--- src/rtl/uart_tx_arbiter.sv ---
// Round-robin arbiter sharing one uart_tx between NREQ byte requesters,
// with per-packet locking and a start-of-transmission timeout.
module uart_tx_arbiter #(
  parameter int NREQ          = 4,
  parameter int START_TIMEOUT = 15
) (
  input  logic              i_clock,
  input  logic              i_reset,
  input  logic [NREQ-1:0]   i_req,
  input  logic [8*NREQ-1:0] i_data,
  input  logic [NREQ-1:0]   i_last,
  output logic [NREQ-1:0]   o_ack,
  output logic [NREQ-1:0]   o_grant,
  output logic [7:0]        o_tx_data,
  output logic              o_tx_act,
  input  logic              i_tx_busy,
  output logic              o_busy,
  output logic              o_err
);

  localparam int IW = $clog2(NREQ);

  typedef enum logic [1:0] {IDLE, ISSUE, WAIT_START, WAIT_DONE} state_t;

  state_t        state_reg, state_next;
  logic [IW-1:0] win_reg, win_next;
  logic [IW-1:0] rr_reg, rr_next;
  logic [IW-1:0] lock_idx_reg, lock_idx_next;
  logic          lock_reg, lock_next;
  logic          last_reg, last_next;
  logic          err_reg, err_next;
  logic [7:0]    data_reg, data_next;
  logic [7:0]    cnt_reg, cnt_next;

  logic [NREQ-1:0] eligible;
  logic [NREQ-1:0] win_onehot;
  logic [7:0]      req_byte [NREQ];
  logic            found;
  logic [IW-1:0]   pick;
  logic [IW:0]     idx_w;

  // While a packet is locked, only its owner may be arbitrated.
  generate
    for (genvar gi = 0; gi < NREQ; gi++) begin : g_req
      assign req_byte[gi]   = i_data[8*gi +: 8];
      assign eligible[gi]   = i_req[gi] & (~lock_reg | (lock_idx_reg == IW'(gi)));
      assign win_onehot[gi] = (win_reg == IW'(gi));
    end
  endgenerate

  // Search starts at the round-robin pointer and wraps in ascending order.
  always_comb begin
    found = 1'b0;
    pick  = rr_reg;
    idx_w = '0;
    for (int k = 0; k < NREQ; k++) begin
      idx_w = {1'b0, rr_reg} + (IW+1)'(k);
      if (idx_w >= (IW+1)'(NREQ))
        idx_w = idx_w - (IW+1)'(NREQ);
      if (!found && eligible[idx_w[IW-1:0]]) begin
        found = 1'b1;
        pick  = idx_w[IW-1:0];
      end
    end
  end

  always_comb begin
    state_next    = state_reg;
    win_next      = win_reg;
    rr_next       = rr_reg;
    lock_idx_next = lock_idx_reg;
    lock_next     = lock_reg;
    last_next     = last_reg;
    data_next     = data_reg;
    cnt_next      = cnt_reg;
    err_next      = 1'b0;
    case (state_reg)
      IDLE: begin
        if (found) begin
          win_next   = pick;
          data_next  = req_byte[pick];
          last_next  = i_last[pick];
          rr_next    = (pick == IW'(NREQ-1)) ? '0 : pick + IW'(1);
          state_next = ISSUE;
        end
      end
      ISSUE: begin
        cnt_next   = '0;
        state_next = WAIT_START;
      end
      WAIT_START: begin
        if (i_tx_busy) begin
          lock_next     = ~last_reg;
          lock_idx_next = win_reg;
          state_next    = WAIT_DONE;
        end else if (cnt_reg == 8'(START_TIMEOUT-1)) begin
          // uart_tx never acknowledged the start; drop any packet lock.
          err_next   = 1'b1;
          lock_next  = 1'b0;
          cnt_next   = '0;
          state_next = IDLE;
        end else begin
          cnt_next = cnt_reg + 8'd1;
        end
      end
      WAIT_DONE: begin
        if (!i_tx_busy)
          state_next = IDLE;
      end
      default: state_next = IDLE;
    endcase
  end

  always_ff @(posedge i_clock or posedge i_reset) begin
    if (i_reset) begin
      state_reg    <= IDLE;
      win_reg      <= '0;
      rr_reg       <= '0;
      lock_idx_reg <= '0;
      lock_reg     <= 1'b0;
      last_reg     <= 1'b0;
      data_reg     <= 8'h00;
      cnt_reg      <= '0;
      err_reg      <= 1'b0;
    end else begin
      state_reg    <= state_next;
      win_reg      <= win_next;
      rr_reg       <= rr_next;
      lock_idx_reg <= lock_idx_next;
      lock_reg     <= lock_next;
      last_reg     <= last_next;
      data_reg     <= data_next;
      cnt_reg      <= cnt_next;
      err_reg      <= err_next;
    end
  end

  assign o_tx_act  = (state_reg == ISSUE);
  assign o_ack     = o_tx_act ? win_onehot : '0;
  assign o_grant   = (state_reg != IDLE) ? win_onehot : '0;
  assign o_busy    = (state_reg != IDLE);
  assign o_tx_data = data_reg;
  assign o_err     = err_reg;

endmodule

--- config.mk ---
export PLATFORM = sky130hd
export DESIGN_NAME = uart_tx_arbiter
export DESIGN_NICKNAME = d
export VERILOG_FILES = /design/src/rtl/uart_tx_arbiter.sv
export SDC_FILE = /design/constraint.sdc
export NUM_CORES = 1
export LEC_CHECK = 0
export CAP_MARGIN = 20
export CORE_MARGIN = 8
export CORE_UTILIZATION = 52
export CTS_BUF_LIST = sky130_fd_sc_hd__clkbuf_2 sky130_fd_sc_hd__clkbuf_4 sky130_fd_sc_hd__clkbuf_8
export DETAILED_ROUTE_END_ITERATION = 10
export PLACE_DENSITY = 0.88
export SLEW_MARGIN = 10
export SYNTH_ARGS = -nofsm -noshare
export SYNTH_HDL_FRONTEND = slang
export SYNTH_SLANG_ARGS = --single-unit
--- constraint.sdc ---
create_clock -name i_clock -period 4 [get_ports i_clock]
set_input_delay 1.2 -clock i_clock [delete_from_list [all_inputs] [get_ports i_clock]]
set_output_delay 1.2 -clock i_clock [all_outputs]
set_load 0.01 [all_outputs]
Word-level counts from Yosys, hierarchy flattened --
Cells that the tools add are included.
Storage, ports and cells: input bits 43, output and inout port bits 19, bits in registers 27, logic and storage cells 112
Cells by class: mux-type cells 41, order comparisons 10, equal/unequal tests 15, $add $sub $neg 9, reduce and logical (&&, ||, !) cells 17, bitwise operators 11
Operator list (count):
- 8-bit two-way mux | 4
- 2-bit two-way mux | 13
- 8-bit binary-select mux with 2-bit select | 1
- 8-bit case mux with 2 select lines | 1
- 2-bit by 3-bit < comparator with 1-bit output (second input constant) | 5
- 2-bit equality test (second input constant) | 7
- 1-bit two-way mux | 14
- 3-bit greater-or-equal comparator (second input constant) | 4
- 1-bit binary-select mux with 2-bit select | 5
- 8-bit by 1-bit adder with 8-bit output (second input constant) | 1
- 8-bit by 4-bit equality test with 1-bit output (second input constant) | 1
- 4-bit two-way mux | 2
- 2-bit case mux with 4 select lines | 1
- 2-bit AND reduction | 4
- 2-bit by 1-bit subtractor with 2-bit output (second input constant) | 4
- 2-bit by 2-bit adder with 3-bit output (second input constant) | 2
- 2-bit by 1-bit equality test with 1-bit output (second input constant) | 3
- 2-bit zero test | 3
- 2-bit != test (second input constant) | 3
- 2-bit nonzero test | 3
- 1-bit bitwise AND | 4
- 1-bit bitwise OR | 4
- 2-bit by 1-bit adder with 3-bit output (second input constant) | 1
- 2-bit by 3-bit greater-or-equal comparator with 1-bit output (second input constant) | 1
- other kinds (7) | 12

Longest topological paths before layout --
depth after elaboration 19, depth in mapped cells 8, mapped depth without buffers 8

Least setup slack after synthesis --
Ideal clock, no wire load.
kind input to register, start point in i_req[2], end point reg last_reg, cell stages on the path 6, setup time 145 ps, buffers on the path 1, arrival time 2477 ps, setup slack 1378 ps, data required time 3855 ps, path through a21boi_1 -> o32ai_1 -> a211oi_2 -> buf_6 -> mux2i_1 -> o221ai_1
Between the ends: cells in the longest elaborated chain, start to end 15, elaborated cells on any way between the ends 26, classes of those cells mux (18); bitwise (1); reduce/logical (7)
RTL lines:
- from (decl) | line 9 | input logic [NREQ-1:0] i_req,
- 1-bit bitwise AND (*) | line 46 | assign eligible[gi] = i_req[gi] & (~lock_reg | (lock_idx_reg == IW'(gi)));
- 1-bit binary-select mux with 2-bit select | line 60 | if (!found && eligible[idx_w[IW-1:0]]) begin
- 1-bit two-way mux (implied by the code) | line 60
- 1-bit two-way mux | line 60
- 1-bit zero test | line 60
- 1-bit logical AND | line 60
- 1-bit two-way mux | line 60
- 1-bit zero test | line 60
- 1-bit logical AND | line 60
- 1-bit two-way mux | line 60
- 1-bit zero test | line 60
- 1-bit logical AND | line 60
- 2-bit two-way mux | line 60
- 1-bit binary-select mux with 2-bit select | line 82 | last_next = i_last[pick];
- 1-bit two-way mux (implied by the code) | line 82
- to (signal assigned) | line 131 | last_reg <= last_next;
- to (decl) | line 30 | logic last_reg, last_next;
Every way passes the cells marked *; elsewhere a longest branch is shown, timed or not. The select of a mux whose other input is x is not followed. A chain may end at the register's enable or synchronous reset.

Worst setup path in the final report --
start point in i_req[1], end point reg data_reg[7], in the netlist o_tx_data[7]
Between the ends: cells in the longest elaborated chain, start to end 17, elaborated cells on any way between the ends 28, classes of those cells mux (19); bitwise (2); reduce/logical (7)
RTL lines:
- 1-bit bitwise AND (*) | line 46
- 1-bit binary-select mux with 2-bit select | line 60
- 1-bit two-way mux (implied by the code) | line 60
- 1-bit two-way mux | line 60
- 1-bit zero test | line 60
- 1-bit logical AND | line 60
- 1-bit two-way mux | line 60
- 1-bit zero test | line 60
- 1-bit logical AND | line 60
- 1-bit two-way mux | line 60
- 1-bit zero test | line 60
- 1-bit logical AND | line 60
- 2-bit two-way mux | line 60
- 2-bit inverter with 3-bit output (implied by the code) | line 81 | data_next = req_byte[pick];
- 8-bit binary-select mux with 2-bit select | line 81
- 8-bit two-way mux (implied by the code) (2 in series) | line 81
- to (signal assigned) | line 132 | data_reg <= data_next;
- to (decl) | line 32 | logic [7:0] data_reg, data_next;
Marks and branches as above.

==> results.tsv <==
stage	metric	value	unit
routing	detailed-router iteration count before antenna repair	4	
setup_path	kind of capture point of the worst setup path	register	
logic_synthesis	main combinational cell family by area after synthesis	compound AO/OA/AOI/OAI gates	
logic_synthesis	Compound-Gate Fraction of Synth Area	26.13	%
routing	DRC	0	
sta	unrepaired setup endpoints after global routing	false	
routing	average detailed-routed wire length per instance	17.94	um
die	die extent in x	77.15	um
clocking	clock root cell	sky130_fd_sc_hd__clkbuf_8	
grt	Overall Global Routing Usage	17.74	%
grt	total overflow reported by the global router	0	
setup_path	FF-to-FF Start	lock_idx_reg[0]$_DFFE_PP0P_	
logic_synthesis	basic-gate share of the synthesized area counting and, or, nand and nor cells	22.33	%
finish	Multi-input gate area	1135	um2
finish	number of nets at the end of the flow	315	
finish	most used cells in the layout excluding fill and tap cells	sky130_fd_sc_hd__clkdlybuf4s50_1, sky130_fd_sc_hd__dfrtp_1, sky130_fd_sc_hd__nor2_1	
finish	Design Area, Final	2628	um2
worst_hold_path	worst hold start	last_reg$_DFFE_PP0P_	
logic_synthesis	count of warnings emitted by yosys	0	
die	total number of placement rows	22	
routing	ANT nets after route	0	
setup_path	Crit path required time	4.18	ns
die	Die ar.	5952	um2
clocking	Reg clk slew, reported paths	0.09	ns
grt	number of antenna violations at the first check in global routing	0	
logic_synthesis	main flop type after synthesis	sky130_fd_sc_hd__dfrtp_1	
routing	number of vias per cell after detailed routing	5.950	
logic_synthesis	Post-Synthesis Cells	210	
worst_hold_path	class of the tightest hold or removal check	reg2reg	
setup_path	Max Fanout on Critical Path	22	
logic_synthesis	top cell type's share of synthesized area	34.75	%
pwr	peak supply drop	0.0004752	V
finish	ANT cells	0	
clocking	post-CTS setup buffer count	0	
logic_synthesis	Mean Syn Cell Area	9.259	um2
setup_path	CP startpoint	i_req[1]	
logic_synthesis	sequential-to-total area share from yosys stat	34.75	%
logic_synthesis	XOR/XNOR Fraction of Synth Area	0.9009	%
pwr	power density cells	688.1	nW/um2
finish	area grow syn2layout	35.14	%
placed_design	area post-placement	2551	um2
logic_synthesis	adder and majority cell fraction of the synthesized area	1.287	%
sta	number of pins exceeding their max-slew limit in the final report	0	
logic_synthesis	Synth async-reset ratio	100.0	%
logic_synthesis	cell type contributing the most total cell area after synthesis	sky130_fd_sc_hd__dfrtp_1	
setup_path	kind of launch point of the worst setup path	primary input	
die	Floorplan Core Area	3633	um2
die	Die Ht	77.15	um
sta	setup-violating endpoint count in the final report	0	
grt	vias in the first global route	1855	
clocking	TritonCTS clock tree	yes	
clocking	clk buf depth	2	
finish	Storage cell area	675.6	um2
pwr	leakage power summed over all cells	0.001097	uW
run_status	run status	complete, no violations	
clocking	hold buffers post-CTS	0	
finish	number of fill cells in the layout	280	
logic_synthesis	Synth area leaders	sky130_fd_sc_hd__dfrtp_1, sky130_fd_sc_hd__mux2i_1, sky130_fd_sc_hd__a32oi_1, sky130_fd_sc_hd__o221ai_1, sky130_fd_sc_hd__nand2b_1	
clocking	clk sink count	27	
placed_design	Buffers on Ports	61	
logic_synthesis	area of the mapped netlist	1944	um2
sta	worst slew slack as a fraction of its limit	61.66	%
logic_synthesis	number of register bits inferred by synthesis	27	
clocking	number of resized instances in the post-cts repair step	0	
logic_synthesis	post-synthesis mux area share	7.336	%
die	starting utilization of the core area	53.51	%
grt	pin count of the biggest net entering global routing	28	
sta	final setup skew	0.005907	ns
sta	final worst-path cycle share	81.88	%
routing	post-detailed-routing wire length	5686	um
sta	FMAX	305.3	MHz
grt	wire length of the first global-routing pass	8970	um
sta	minimum clock period after layout	3.275	ns
job	maximum capacitance violations	0	
setup_path	arrival time of data at the critical path endpoint	3.45	ns
clocking	H-Tree Level Count	1	
setup_path	Critical Setup Path Class	in2reg	
sta	Worst-Margin Slew	0.5750	ns
logic_synthesis	count of flip-flops with a built-in enable after synthesis	0	
clocking	insertion delay to the later sink of the worst-skew pair	0.27	ns
routing	Iter 0 DRT Violations	157	
placed_design	final RePlAce weighted congestion	0.8471	
finish	most common cell after layout, fill and taps aside	sky130_fd_sc_hd__clkdlybuf4s50_1	
placed_design	DP HPWL	4136	um
clocking	number of buffers created by CTS	3	
die	boundary pin count	62	
logic_synthesis	number of distinct library cells after synthesis	55	
logic_synthesis	synthesized net count	255	
sta	endpoints failing hold	0	
sta	setup TNS	0	ns
routing	number of vias in the routed layout	1886	
finish	fraction of layout cells with a size suffix above 1	9.294	%
[report_power, final]
group / internal (uW) / total (uW) / leakage [uW] / switching, uW
registers: 376 / 539 / 0.000338 / 164
logic: 531 / 1110 / 0.000733 / 576
clock network: 78.1 / 161 / 0.0000262 / 83.0
total: 985 / 1810 / 0.00110 / 823
[layout make-up]
type,instances,area share [%]
clock buffer,4,1.857
inverter,16,2.381
multi-input combinational,159,43.19
sequential,27,25.71
tap,48,2.286
timing repair buffer,63,24.57
[synth_stat cells (3+ instances only)]
cell type	count
sky130_fd_sc_hd__nand2_1	14
sky130_fd_sc_hd__buf_6	6
sky130_fd_sc_hd__nor2_1	19
sky130_fd_sc_hd__a21boi_0	3
sky130_fd_sc_hd__o221ai_1	9
sky130_fd_sc_hd__a32oi_1	10
sky130_fd_sc_hd__mux2i_1	12
sky130_fd_sc_hd__dfrtp_1	27
sky130_fd_sc_hd__a21oi_1	6
sky130_fd_sc_hd__nor2b_1	5
sky130_fd_sc_hd__nand2b_1	12
sky130_fd_sc_hd__a21boi_1	3
sky130_fd_sc_hd__nand3_1	4
sky130_fd_sc_hd__inv_1	15
sky130_fd_sc_hd__o21ai_1	5
sky130_fd_sc_hd__o21a_1	3
sky130_fd_sc_hd__nor3_1	3
sky130_fd_sc_hd__o21ai_0	9
[path summary, 6_finish.rpt]
| check | slack (ns) | endpoint | depth (start not counted) |
|---|---|---|---|
| max | 0.72 | o_tx_data[7]$_DFFE_PP0P_ | 8 |
| min | 0.49 | lock_reg$_DFFE_PP0P_ | 1 |
| max reg2reg | 1.53 | o_tx_data[0]$_DFFE_PP0P_ | 7 |
| min reg2reg | 0.49 | lock_reg$_DFFE_PP0P_ | 1 |
| max in group asynchronous | 2.36 | lock_idx_reg[0]$_DFFE_PP0P_ | 3 |
| min in group asynchronous | 1.21 | state_reg[1]$_DFFE_PP0P_ | 2 |
[through the flow]
stage	worst slack, ns	instances	hold WS, ns	power, uW	util (%)
after CTS	0.7384	316	0.4825	1790	71.56
after global routing	0.6269	317	0.4889	1933	72.31
after global placement	0.5751	312	0.4641	1585	70.21
after detailed placement	0.4706	312	0.4681	1625	70.21
final	0.7248	317	0.4855	1808	72.31
after floorplan	1.378	210	0.4268	1296	-
[cells by family after synthesis]
kind of cell | after synthesis
AO/OA/AOI/OAI | 63
AND/OR/NAND/NOR | 78
buffers and inverters | 24
flip-flops | 27
adder cells (fa/ha/maj) | 2
multiplexers | 14
XOR/XNOR | 2
[critical path, stage by stage]
cell and delay [ns]:
sky130_fd_sc_hd__clkdlybuf4s50_1 0.61, sky130_fd_sc_hd__nand2_1 0.12, sky130_fd_sc_hd__or3_4 0.35, sky130_fd_sc_hd__a2111oi_4 0.41, sky130_fd_sc_hd__a211oi_4 0.05, sky130_fd_sc_hd__buf_4 0.24, sky130_fd_sc_hd__nand2b_4 0.22, sky130_fd_sc_hd__o221ai_1 0.22
[routing by layer]
layer,GRT usage [%],up-vias,share of wire (%)
met2,31.68,61,53
met3,1.865,6,2.9
li1,-,895,-
met5,0,-,0
met1,21.29,924,43
met4,6.226,0,1.7
Note: power is estimated with default switching activity, not from simulation.
